## src/rtl/cam_csr_mc.sv

```systemverilog
// CPU-side CSR block for the multi-channel camera packet receiver: config, interrupts, page read-out.
// Optional per-channel lost-packet counters are enabled with `define CAM_CSR_LOST_CNT_EN.
module cam_csr_mc #(
   parameter logic [7:0] VERSION = 8'h20,
   parameter int         CH_NUM  = 2,
   parameter int         ADDR_W  = 8,
   parameter int         FLAG_W  = 16
) (
   input  logic                       clk,
   input  logic                       reset_n,
   output logic                       irq,
   input  logic                       chip_select,
   input  logic [4:0]                 csr_address,
   input  logic                       csr_read,
   output logic [7:0]                 csr_readdata,
   input  logic                       csr_write,
   input  logic [7:0]                 csr_writedata,
   output logic [1:0]                 rx_ch_sel,
   output logic [ADDR_W-1:0]          rx_ram_rd_addr,
   output logic [CH_NUM-1:0]          rx_ram_rd_done,
   output logic [CH_NUM-1:0]          rx_clean_all,
   input  logic [CH_NUM*8-1:0]        rx_ram_rd_byte,
   input  logic [CH_NUM*FLAG_W-1:0]   rx_ram_rd_flags,
   input  logic [CH_NUM-1:0]          rx_ram_lost,
   input  logic [CH_NUM-1:0]          rx_pending,
   output logic [7:0]                 pkt_size
);

   localparam logic [4:0] A_VERSION  = 5'h00;
   localparam logic [4:0] A_SETTING  = 5'h02;
   localparam logic [4:0] A_PKT_SIZE = 5'h04;
   localparam logic [4:0] A_INT_FLAG = 5'h10;
   localparam logic [4:0] A_INT_MASK = 5'h11;
   localparam logic [4:0] A_RX       = 5'h14;
   localparam logic [4:0] A_RX_CTRL  = 5'h16;
   localparam logic [4:0] A_ADDR_LO  = 5'h18;
   localparam logic [4:0] A_PAGE_FLG = 5'h19;
   localparam logic [4:0] A_ADDR_HI  = 5'h1A;
   localparam logic [4:0] A_LOST_CNT = 5'h1C;

   logic                r_cs_d;
   logic [1:0]          r_ch_sel;
   logic                r_auto_done;
   logic [7:0]          r_pkt_size;
   logic [7:0]          r_int_mask;
   logic [7:0]          r_int_snap;
   logic [CH_NUM-1:0]   r_lost;
   logic [CH_NUM-1:0]   r_rd_done;
   logic [CH_NUM-1:0]   r_clean;
   logic [ADDR_W-1:0]   r_addr;
   logic [FLAG_W-1:0]   r_flag_sr;

   logic [7:0]          w_bytes [4];
   logic [FLAG_W-1:0]   w_flags [4];
   logic [7:0]          w_int_flag;
   logic [3:0]          w_lost4;
   logic                w_wr;
   logic                w_rd;
   logic                w_ctrl_wr;
   logic [1:0]          w_sel_wr;
   logic                w_sel_chg;
   logic                w_auto_rel;
   logic [CH_NUM-1:0]   w_sel_onehot;
   logic [CH_NUM-1:0]   w_lost_clr;
   logic [ADDR_W-1:0]   w_addr_next;
   logic [7:0]          w_rdata;
   logic [7:0]          w_lost_cnt_rd;

   // Pad per-channel buses to four entries so ch_sel can index them directly.
   generate
      for (genvar gi = 0; gi < 4; gi++) begin : g_pad
         if (gi < CH_NUM) begin : g_live
            assign w_bytes[gi] = rx_ram_rd_byte[gi*8 +: 8];
            assign w_flags[gi] = rx_ram_rd_flags[gi*FLAG_W +: FLAG_W];
         end else begin : g_none
            assign w_bytes[gi] = 8'h00;
            assign w_flags[gi] = '0;
         end
      end
   endgenerate

   assign w_lost4      = 4'(rx_ram_lost);
   assign w_int_flag   = {4'(r_lost), 4'(rx_pending)};
   assign w_wr         = chip_select & csr_write;
   assign w_rd         = chip_select & csr_read;
   assign w_ctrl_wr    = w_wr && (csr_address == A_RX_CTRL);
   assign w_sel_wr     = (32'(csr_writedata[1:0]) >= CH_NUM) ? 2'(CH_NUM - 1) : csr_writedata[1:0];
   assign w_sel_chg    = w_wr && (csr_address == A_SETTING) && (w_sel_wr != r_ch_sel);
   assign w_auto_rel   = r_cs_d & ~chip_select & r_auto_done & (r_addr != '0);
   assign w_sel_onehot = CH_NUM'(1) << r_ch_sel;
   // Only lost bits the CPU actually saw in the snapshot are acknowledged.
   assign w_lost_clr   = (w_rd && (csr_address == A_INT_FLAG)) ? r_int_snap[4 +: CH_NUM] : '0;

   assign irq            = |(w_int_flag & r_int_mask);
   assign rx_ch_sel      = r_ch_sel;
   assign rx_ram_rd_addr = r_addr;
   assign rx_ram_rd_done = r_rd_done;
   assign rx_clean_all   = r_clean;
   assign pkt_size       = r_pkt_size;
   assign csr_readdata   = w_rdata;

   // Later assignments win: explicit address writes beat auto-release, which beats the read increment.
   always_comb begin
      w_addr_next = r_addr;
      if (w_rd && (csr_address == A_RX))
         w_addr_next = r_addr + ADDR_W'(1);
      if (w_auto_rel || w_sel_chg)
         w_addr_next = '0;
      if (w_ctrl_wr && csr_writedata[0])
         w_addr_next = '0;
      if (w_wr && (csr_address == A_ADDR_LO))
         w_addr_next = ADDR_W'({8'(r_addr >> 8), csr_writedata});
      if (w_wr && (csr_address == A_ADDR_HI))
         w_addr_next = ADDR_W'({csr_writedata, r_addr[7:0]});
   end

   always_comb begin
      w_rdata = 8'h00;
      case (csr_address)
         A_VERSION:  w_rdata = VERSION;
         A_SETTING:  w_rdata = {r_auto_done, 5'b00000, r_ch_sel};
         A_PKT_SIZE: w_rdata = r_pkt_size;
         A_INT_FLAG: w_rdata = r_int_snap;
         A_INT_MASK: w_rdata = r_int_mask;
         A_RX:       w_rdata = w_bytes[r_ch_sel];
         A_ADDR_LO:  w_rdata = r_addr[7:0];
         A_PAGE_FLG: w_rdata = r_flag_sr[7:0];
         A_ADDR_HI:  w_rdata = 8'(r_addr >> 8);
         A_LOST_CNT: w_rdata = w_lost_cnt_rd;
         default:    w_rdata = 8'h00;
      endcase
   end

   always_ff @(posedge clk or negedge reset_n) begin
      if (!reset_n) begin
         r_cs_d      <= 1'b0;
         r_ch_sel    <= 2'd0;
         r_auto_done <= 1'b1;
         r_pkt_size  <= 8'd249;
         r_int_mask  <= 8'h00;
         r_int_snap  <= 8'h00;
         r_lost      <= '0;
         r_rd_done   <= '0;
         r_clean     <= '0;
         r_addr      <= '0;
         r_flag_sr   <= '0;
      end else begin
         r_cs_d <= chip_select;
         r_addr <= w_addr_next;
         r_lost <= rx_ram_lost | (r_lost & ~w_lost_clr);

         if (w_wr && (csr_address == A_SETTING)) begin
            r_ch_sel    <= w_sel_wr;
            r_auto_done <= csr_writedata[7];
         end
         if (w_wr && (csr_address == A_PKT_SIZE))
            r_pkt_size <= csr_writedata;
         if (w_wr && (csr_address == A_INT_MASK))
            r_int_mask <= csr_writedata;

         // Snapshots track live state between transactions and freeze for the CPU's view.
         if (!chip_select) begin
            r_int_snap <= w_int_flag;
            r_flag_sr  <= w_flags[r_ch_sel];
         end else if (w_rd && (csr_address == A_PAGE_FLG)) begin
            r_flag_sr  <= r_flag_sr >> 8;
         end

         r_rd_done <= (w_auto_rel || (w_ctrl_wr && csr_writedata[1])) ? w_sel_onehot : '0;
         if (w_ctrl_wr && csr_writedata[5])
            r_clean <= '1;
         else if (w_ctrl_wr && csr_writedata[4])
            r_clean <= w_sel_onehot;
         else
            r_clean <= '0;
      end
   end

`ifdef CAM_CSR_LOST_CNT_EN
   logic [7:0] r_lost_cnt [4];

   always_ff @(posedge clk or negedge reset_n) begin
      if (!reset_n) begin
         for (int i = 0; i < 4; i++)
            r_lost_cnt[i] <= 8'h00;
      end else begin
         for (int i = 0; i < 4; i++) begin
            if (i >= CH_NUM)
               r_lost_cnt[i] <= 8'h00;
            else if (w_wr && (csr_address == A_LOST_CNT) && (r_ch_sel == 2'(i)))
               r_lost_cnt[i] <= {7'd0, w_lost4[i]};
            else if (w_lost4[i] && (r_lost_cnt[i] != 8'hFF))
               r_lost_cnt[i] <= r_lost_cnt[i] + 8'd1;
         end
      end
   end

   assign w_lost_cnt_rd = r_lost_cnt[r_ch_sel];
`else
   assign w_lost_cnt_rd = 8'h00;
`endif

endmodule

```

## config.mk

```make
export PLATFORM = sky130hd
export DESIGN_NAME = cam_csr_mc
export DESIGN_NICKNAME = d
export VERILOG_FILES = /design/src/rtl/cam_csr_mc.sv
export SDC_FILE = /design/constraint.sdc
export NUM_CORES = 1
export LEC_CHECK = 0
export BUFFER_PORTS_ARGS = -buffer_cell sky130_fd_sc_hd__buf_2
export CORE_MARGIN = 5
export CORE_UTILIZATION = 55
export CTS_CLUSTER_SIZE = 10
export DETAILED_ROUTE_END_ITERATION = 7
export PLACE_DENSITY = 0.86
export SETUP_SLACK_MARGIN = 0.2
export SYNTH_ARGS = -nofsm -noshare
export SYNTH_HDL_FRONTEND = slang
export SYNTH_SLANG_ARGS = --single-unit
```

## constraint.sdc

```tcl
create_clock -name clk -period 5.47 [get_ports clk]
set_input_delay 0.2735 -clock clk [delete_from_list [all_inputs] [get_ports clk]]
set_output_delay 0.2735 -clock clk [all_outputs]
set_load 0.01 [all_outputs]
```

==> results_dict.tcl, run 1 <==
set metrics [dict create \
    synth_edf_count 0 \
    grt_usage 0.235 \
    required_ns 5.68 \
    setup_tns_ns 0 \
    dr.pass1.iters 5 \
    finalHoldViolations 0 \
    numCtsBuffers 5 \
    area_growth_syn_to_layout_pct 21.9 \
    drtIter0Drc 256 \
    layout_setup_ws_ns 2.76 \
    synthCells 281 \
    synth_flop_cell "dfrtp_1" \
    cts_root_buf "clkbuf_8" \
    clk-insertion-delay-late_ns 0.31 \
    yosysSeqAreaShare 0.445 \
    routed_wl_mm 8.15 \
    whs_ns 0.0777 \
    yosysUniqueCellTypes 58 \
    start_util 0.562 \
    slew_violations 0 \
    start_kind "flip-flop" \
    die-area_um2 7150 \
    async_reset_ff_frac 1.00 \
    place_congestion 0.881 \
    slowest_stage "or4b_2" \
    preCtsSetupSlack_ns 2.80 \
    nets 449 \
    cts_num_sinks 54 \
    cp_top_family "compound AO/OA/AOI/OAI gates" \
    io_buffers 100 \
    worstPathMaxFanout 8 \
    final_cell_mix "100 x buf_2, 47 x dfrtp_1, 32 x mux2i_1" \
    fin_crit_ns 2.71 \
    max_freq_ghz 0.369 \
    yosysTopAreaCellShare 0.385 \
    end_kind "flip-flop" \
    peakVddDrop_mv 0.136 \
    rsz0062_at_grt "no" \
    die_y_um 84.5 \
    dpl.hpwl_mm 6.17 \
    rows 27 \
    status "complete, no violations" \
    yosys_warnings 0 \
    skew_ns 0.00716 \
    power_density_nw_per_um2 289 \
    startpoint "rx_ram_rd_addr[0]$_DFFE_PN0P_" \
    slew_headroom 0.250 \
    syn_area_um2 3060 \
    path_cells "inv_1 -> ha_1 -> or4b_2 -> o2111ai_1 -> o31a_4 -> nand2_1 -> o311a_1" \
    maxCapViolations 0 \
    diodes 0 \
    hold_class "input pin to asynchronous set/reset pin" \
    core_um2 5440 \
    n_fill_cell 432 \
    tightestPinTransition_ns 1.12 \
    wl_per_cell_um 18.1 \
    cts_setup_buffers 0 \
    p_leak_nw 1.80 \
    min_period_over_period 0.495 \
    cts.htree.levels 2 \
    path_class "flip-flop to flip-flop" \
    ys_seq_elements 54 \
    grt_max_degree 55 \
    layout-drive-gt1-share 0.423 \
    clk_pin_slew_ns 0.10 \
    syn_avg_cell_area_um2 10.9 \
    grt_pass1_vias 2804 \
    path_buf_inv 1 \
    crit_path_max_incr_delay_ns 0.59 \
    antenna_found_initial 0 \
    clock_tree.buffer_depth 2 \
    via_count 2749 \
    yosysTopAreaCell "dfrtp_1" \
    cts_tree "done" \
    synth.net_count 353 \
    reg2reg_slack_ns 2.76 \
    fp.dieW_um 84.5 \
    synth.area.top_cells "dfrtp_1 38%, mux2i_1 10%, mux2_2 10%" \
    setup_viol 0 \
    pin_count 101 \
    drc 0 \
    final_common_cell "buf_2" \
    ctsHoldBuffers 0 \
    cts-resized-gates 0 \
    r2r_start "rx_ram_rd_addr[0]$_DFFE_PN0P_" \
    grt_overflow_total 0 \
    worstPathArrival_ns 2.92 \
    final_antenna_net_count 0 \
    viasPerCell 6.11 \
    grt_pass1_wl_mm 13.7 \
]
[cell families (layout without fill, tap and decap cells)]
group	count (synthesis)	in the layout	synth area share
AOI/OAI and AO/OA	67	67	0.157
adders and majority gates	2	2	0.00819
buffers and inverters	19	116	0.0336
xor gates and xnor gates	3	3	0.00860
DFF	54	54	0.445
and+or+nand+nor	77	77	0.143
muxes	59	59	0.204
[where the power goes]
part | internal [mW] | switching [mW]
logic | 0.122 | 0.122
clock network | 0.195 | 0.135
registers | 0.450 | 0.0529
[cells in the mapped netlist, types with 2 or more instances]
library cell  count
nand4_1           3
a21oi_1           7
a211oi_1          2
dfrtp_1          47
and3_1            2
clkbuf_1          4
buf_4             2
ha_1              2
o31a_1            2
or3_1             2
a221o_1           4
inv_1             6
nand2_1          29
nor2_1           10
mux2i_1          32
a21o_1            3
dfstp_2           7
a31o_2            2
nor4_2            2
or4b_2            3
a22oi_1           7
a31oi_1           2
nor3_1            5
nand3_1           6
a32o_1            3
o21ai_0          16
nor3b_1           3
xnor2_1           2
buf_1             3
mux2_2           27
o22ai_1           9
[final timing paths]
path,end,cells after the start
worst max register to register,rx_ram_rd_addr[5]$_DFFE_PN0P_,7
min in group clk,r_lost[0]$_DFF_PN0_,2
worst min register to register,r_flag_sr[9]$_DFFE_PN0P_,2
worst max-delay path,rx_ram_rd_addr[5]$_DFFE_PN0P_,7
worst min-delay path,r_int_mask[6]$_DFFE_PN0P_,2
max in group asynchronous,r_flag_sr[4]$_DFFE_PN0P_,2
[per-stage QoR]
stage	instances	cell area, um^2	utilization	power, mW
after global routing	450	3720	0.685	1.13
final	450	3720	0.685	1.08
after CTS	450	3720	0.685	1.08
after detailed placement	442	3580	0.658	0.753
after global placement	442	3580	0.658	0.743
after floorplan	281	3060	-	0.646
[sequential cells by signal (all words and copies together) (netlist names)]
name            flops
pkt_size            8
r_int_snap          4
rx_clean_all        2
r_flag_sr          16
r_int_mask          8
r_cs_d              1
rx_ram_rd_addr      8
r_lost              2
r_auto_done         1
rx_ram_rd_done      2
rx_ch_sel           2
[metal layers]
metal  part of all wire  global-route usage  up-vias  routed length (um)
met1               0.42               0.314     1319                3410
met5                  0                   0        -                   0
met3              0.082              0.0491       24                 669
met2               0.47               0.380      148                3850
li1                   -                   -     1258                   -
met4              0.027              0.0791        0                 222
[cell type report]
| cell class | count | area, um^2 | area share |
|---|---|---|---|
| clock buffer | 6 | 82.6 | 0.0222 |
| clock inverter | 2 | 60.1 | 0.0161 |
| inverter | 6 | 22.5 | 0.00605 |
| multi-input combinational | 208 | 1590 | 0.428 |
| sequential | 54 | 1360 | 0.365 |
| tap | 72 | 90.1 | 0.0242 |
| timing repair buffer | 102 | 515 | 0.138 |
(Power assumes the default switching activity.)
==> inputs of run 2 (changes only) <==
--- a/config.mk
+++ b/config.mk
@@ -7,10 +7,10 @@
 export LEC_CHECK = 0
 export BUFFER_PORTS_ARGS = -buffer_cell sky130_fd_sc_hd__buf_2
 export CORE_MARGIN = 5
-export CORE_UTILIZATION = 55
+export CORE_UTILIZATION = 51
 export CTS_CLUSTER_SIZE = 10
 export DETAILED_ROUTE_END_ITERATION = 7
-export PLACE_DENSITY = 0.86
+export PLACE_DENSITY = 0.81
 export SETUP_SLACK_MARGIN = 0.2
 export SYNTH_ARGS = -nofsm -noshare
 export SYNTH_HDL_FRONTEND = slang
==> constraint.sdc (replaced) <==
create_clock -name clk -period 2.5 [get_ports clk]
set_input_delay 0.125 -clock clk [delete_from_list [all_inputs] [get_ports clk]]
set_output_delay 0.125 -clock clk [all_outputs]
set_load 0.01 [all_outputs]
==> run 2 against run 1 <==
  * Die area up 6.9%
  * Sequential power up 110%
  * Largest power group unchanged
  * Global-route usage down 0.16 points
  * Utilization down 2.7 points
==> results_dict.tcl, run 2 (synthesis results as in run 1) <==
set metrics [dict create \
    power_density_nw_per_um2 585 \
    reg2reg_slack_ns 0.29 \
    clk_pin_slew_ns 0.10 \
    tightestPinTransition_ns 0.883 \
    antenna_found_initial 0 \
    io_buffers 100 \
    area_growth_syn_to_layout_pct 26.7 \
    grt_pass1_wl_mm 14.0 \
    whs_ns 0.0573 \
    final_cell_mix "100 x buf_2, 45 x dfrtp_1, 32 x mux2i_1" \
    finalHoldViolations 0 \
    layout-drive-gt1-share 0.447 \
    cts_root_buf "clkbuf_8" \
    slew_headroom 0.412 \
    cts.htree.levels 2 \
    rows 28 \
    r2r_start "rx_ram_rd_addr[0]$_DFFE_PN0P_" \
    p_leak_nw 1.87 \
    dpl.hpwl_mm 6.55 \
    start_kind "flip-flop" \
    viasPerCell 5.84 \
    endpoint "rx_ram_rd_addr[5]$_DFFE_PN0P_" \
    n_fill_cell 510 \
    post-route-util 0.658 \
    via_count 2763 \
    rsz0062_at_grt "no" \
    setup_viol 0 \
    core_um2 5890 \
    drc 0 \
    fp.dieW_um 87.4 \
    largest_reg_flops 16 \
    routed_wl_mm 8.51 \
    die_y_um 87.4 \
    peakVddDrop_mv 0.270 \
    place_congestion 0.895 \
    die-area_um2 7640 \
    grt_usage 0.233 \
    grt_pass1_vias 2800 \
    worstPathMaxFanout 4 \
    max_freq_ghz 0.452 \
    dpl-instance-area_um2 3700 \
    numCtsBuffers 5 \
    slew_violations 0 \
    regMostFlops "r_flag_sr" \
    nets 469 \
    maxCapViolations 0 \
    slowest_stage "or4b_2" \
    min_period_over_period 0.885 \
    hold_class "input pin to flip-flop" \
    crit_path_max_incr_delay_ns 0.63 \
    cts_num_sinks 54 \
    layout_setup_ws_ns 0.287 \
    start_util 0.519 \
    pin_count 101 \
    path_class "flip-flop to flip-flop" \
    drtIter0Drc 163 \
    grt_overflow_total 0 \
    grt_max_degree 41 \
    startpoint "rx_ram_rd_addr[0]$_DFFE_PN0P_" \
    dr.pass1.iters 4 \
    worstPathArrival_ns 2.41 \
    status "complete, no violations" \
    diodes 0 \
    required_ns 2.70 \
    path_cells "inv_1 -> ha_1 -> or4b_2 -> o2111ai_4 -> o31a_4 -> nand2_1 -> o311a_1" \
    preCtsSetupSlack_ns 0.199 \
    wl_per_cell_um 18.0 \
    min_path_cells 1 \
    rr_endpoint "rx_ram_rd_addr[5]$_DFFE_PN0P_" \
    reg2reg_depth 7 \
    clk-insertion-delay-late_ns 0.31 \
    clock_tree.buffer_depth 2 \
    end_kind "flip-flop" \
    final_common_cell "buf_2" \
    final_antenna_net_count 0 \
    design_area_um2 3870 \
    fin_crit_ns 2.21 \
    setup_tns_ns 0 \
    cts_tree "done" \
    skew_ns 0.00444 \
]
[run 2: cell count changes in the layout (fill, tap and decap cells not counted), sizes merged]
cell | previous run | this run
bufinv | 2 | 1
clkbuf | 6 | 7
dlygate4sd3 | 0 | 3
buf | 102 | 119
[run 2: metal layers]
metal / global-route usage / routed length [um] / share of wire / vias to the layer above
met3: 0.0454 / 745 / 0.088 / 13
met2: 0.356 / 3850 / 0.45 / 122
met4: 0.0683 / 124 / 0.015 / 0
met1: 0.335 / 3800 / 0.45 / 1335
met5: 0 / 0 / 0 / -
li1: - / - / - / 1293
[run 2: what timing repair did]
action | CTS | global route
resized for setup | 2 | 1
setup buffers | 1 | 1
setup endpoints to repair | 2 | 8
hold buffers | 3 | 0
pin swaps | 0 | 3
hold endpoints to repair | 33 | 0
cloned | 0 | 0
[run 2: power by group]
part	leakage (nW)	internal [mW]	switching [mW]
clock	0.0524	0.300	0.283
sequential	0.657	0.988	0.0935
combinational	1.17	0.299	0.301
total	1.87	1.59	0.677
[run 2: final cells by class]
cell class | instances | area, um^2 | share of cell area
multi-input combinational | 208 | 1610 | 0.416
sequential | 54 | 1360 | 0.352
timing repair buffer | 122 | 677 | 0.175
tap | 75 | 93.8 | 0.0242
clock buffer | 7 | 76.3 | 0.0197
clock inverter | 1 | 30.0 | 0.00775
inverter | 6 | 22.5 | 0.00582
[run 2: metrics by stage]
| stage | instances | total power, mW |
|---|---|---|
| after global placement | 460 | 1.67 |
| final | 473 | 2.26 |
| after global routing | 473 | 2.40 |
| after floorplan | 281 | 1.42 |
| after CTS | 472 | 2.28 |
| after detailed placement | 460 | 1.68 |
[run 2: worst min path at each step]
stage	slack (ns)	from	end
after floorplan	-0.17	reset_n	pkt_size[1]$_DFFE_PN0P_
after global placement	0.28	reset_n	pkt_size[2]$_DFFE_PN0P_
after detailed placement	0.30	reset_n	pkt_size[2]$_DFFE_PN0P_
after CTS	0.05	chip_select	r_cs_d$_DFF_PN0_
after global routing	0.05	chip_select	r_cs_d$_DFF_PN0_
final	0.06	chip_select	r_cs_d$_DFF_PN0_
[run 2: worst max-delay path: cells and delay by family, from the launching register on]
| kind | cells | cell delay, ns |
|---|---|---|
| compound gates | 3 | 0.76 |
| simple gates | 2 | 0.75 |
| flops | 1 | 0.41 |
| fa+ha+maj | 1 | 0.13 |
| buf+inv | 1 | 0.07 |
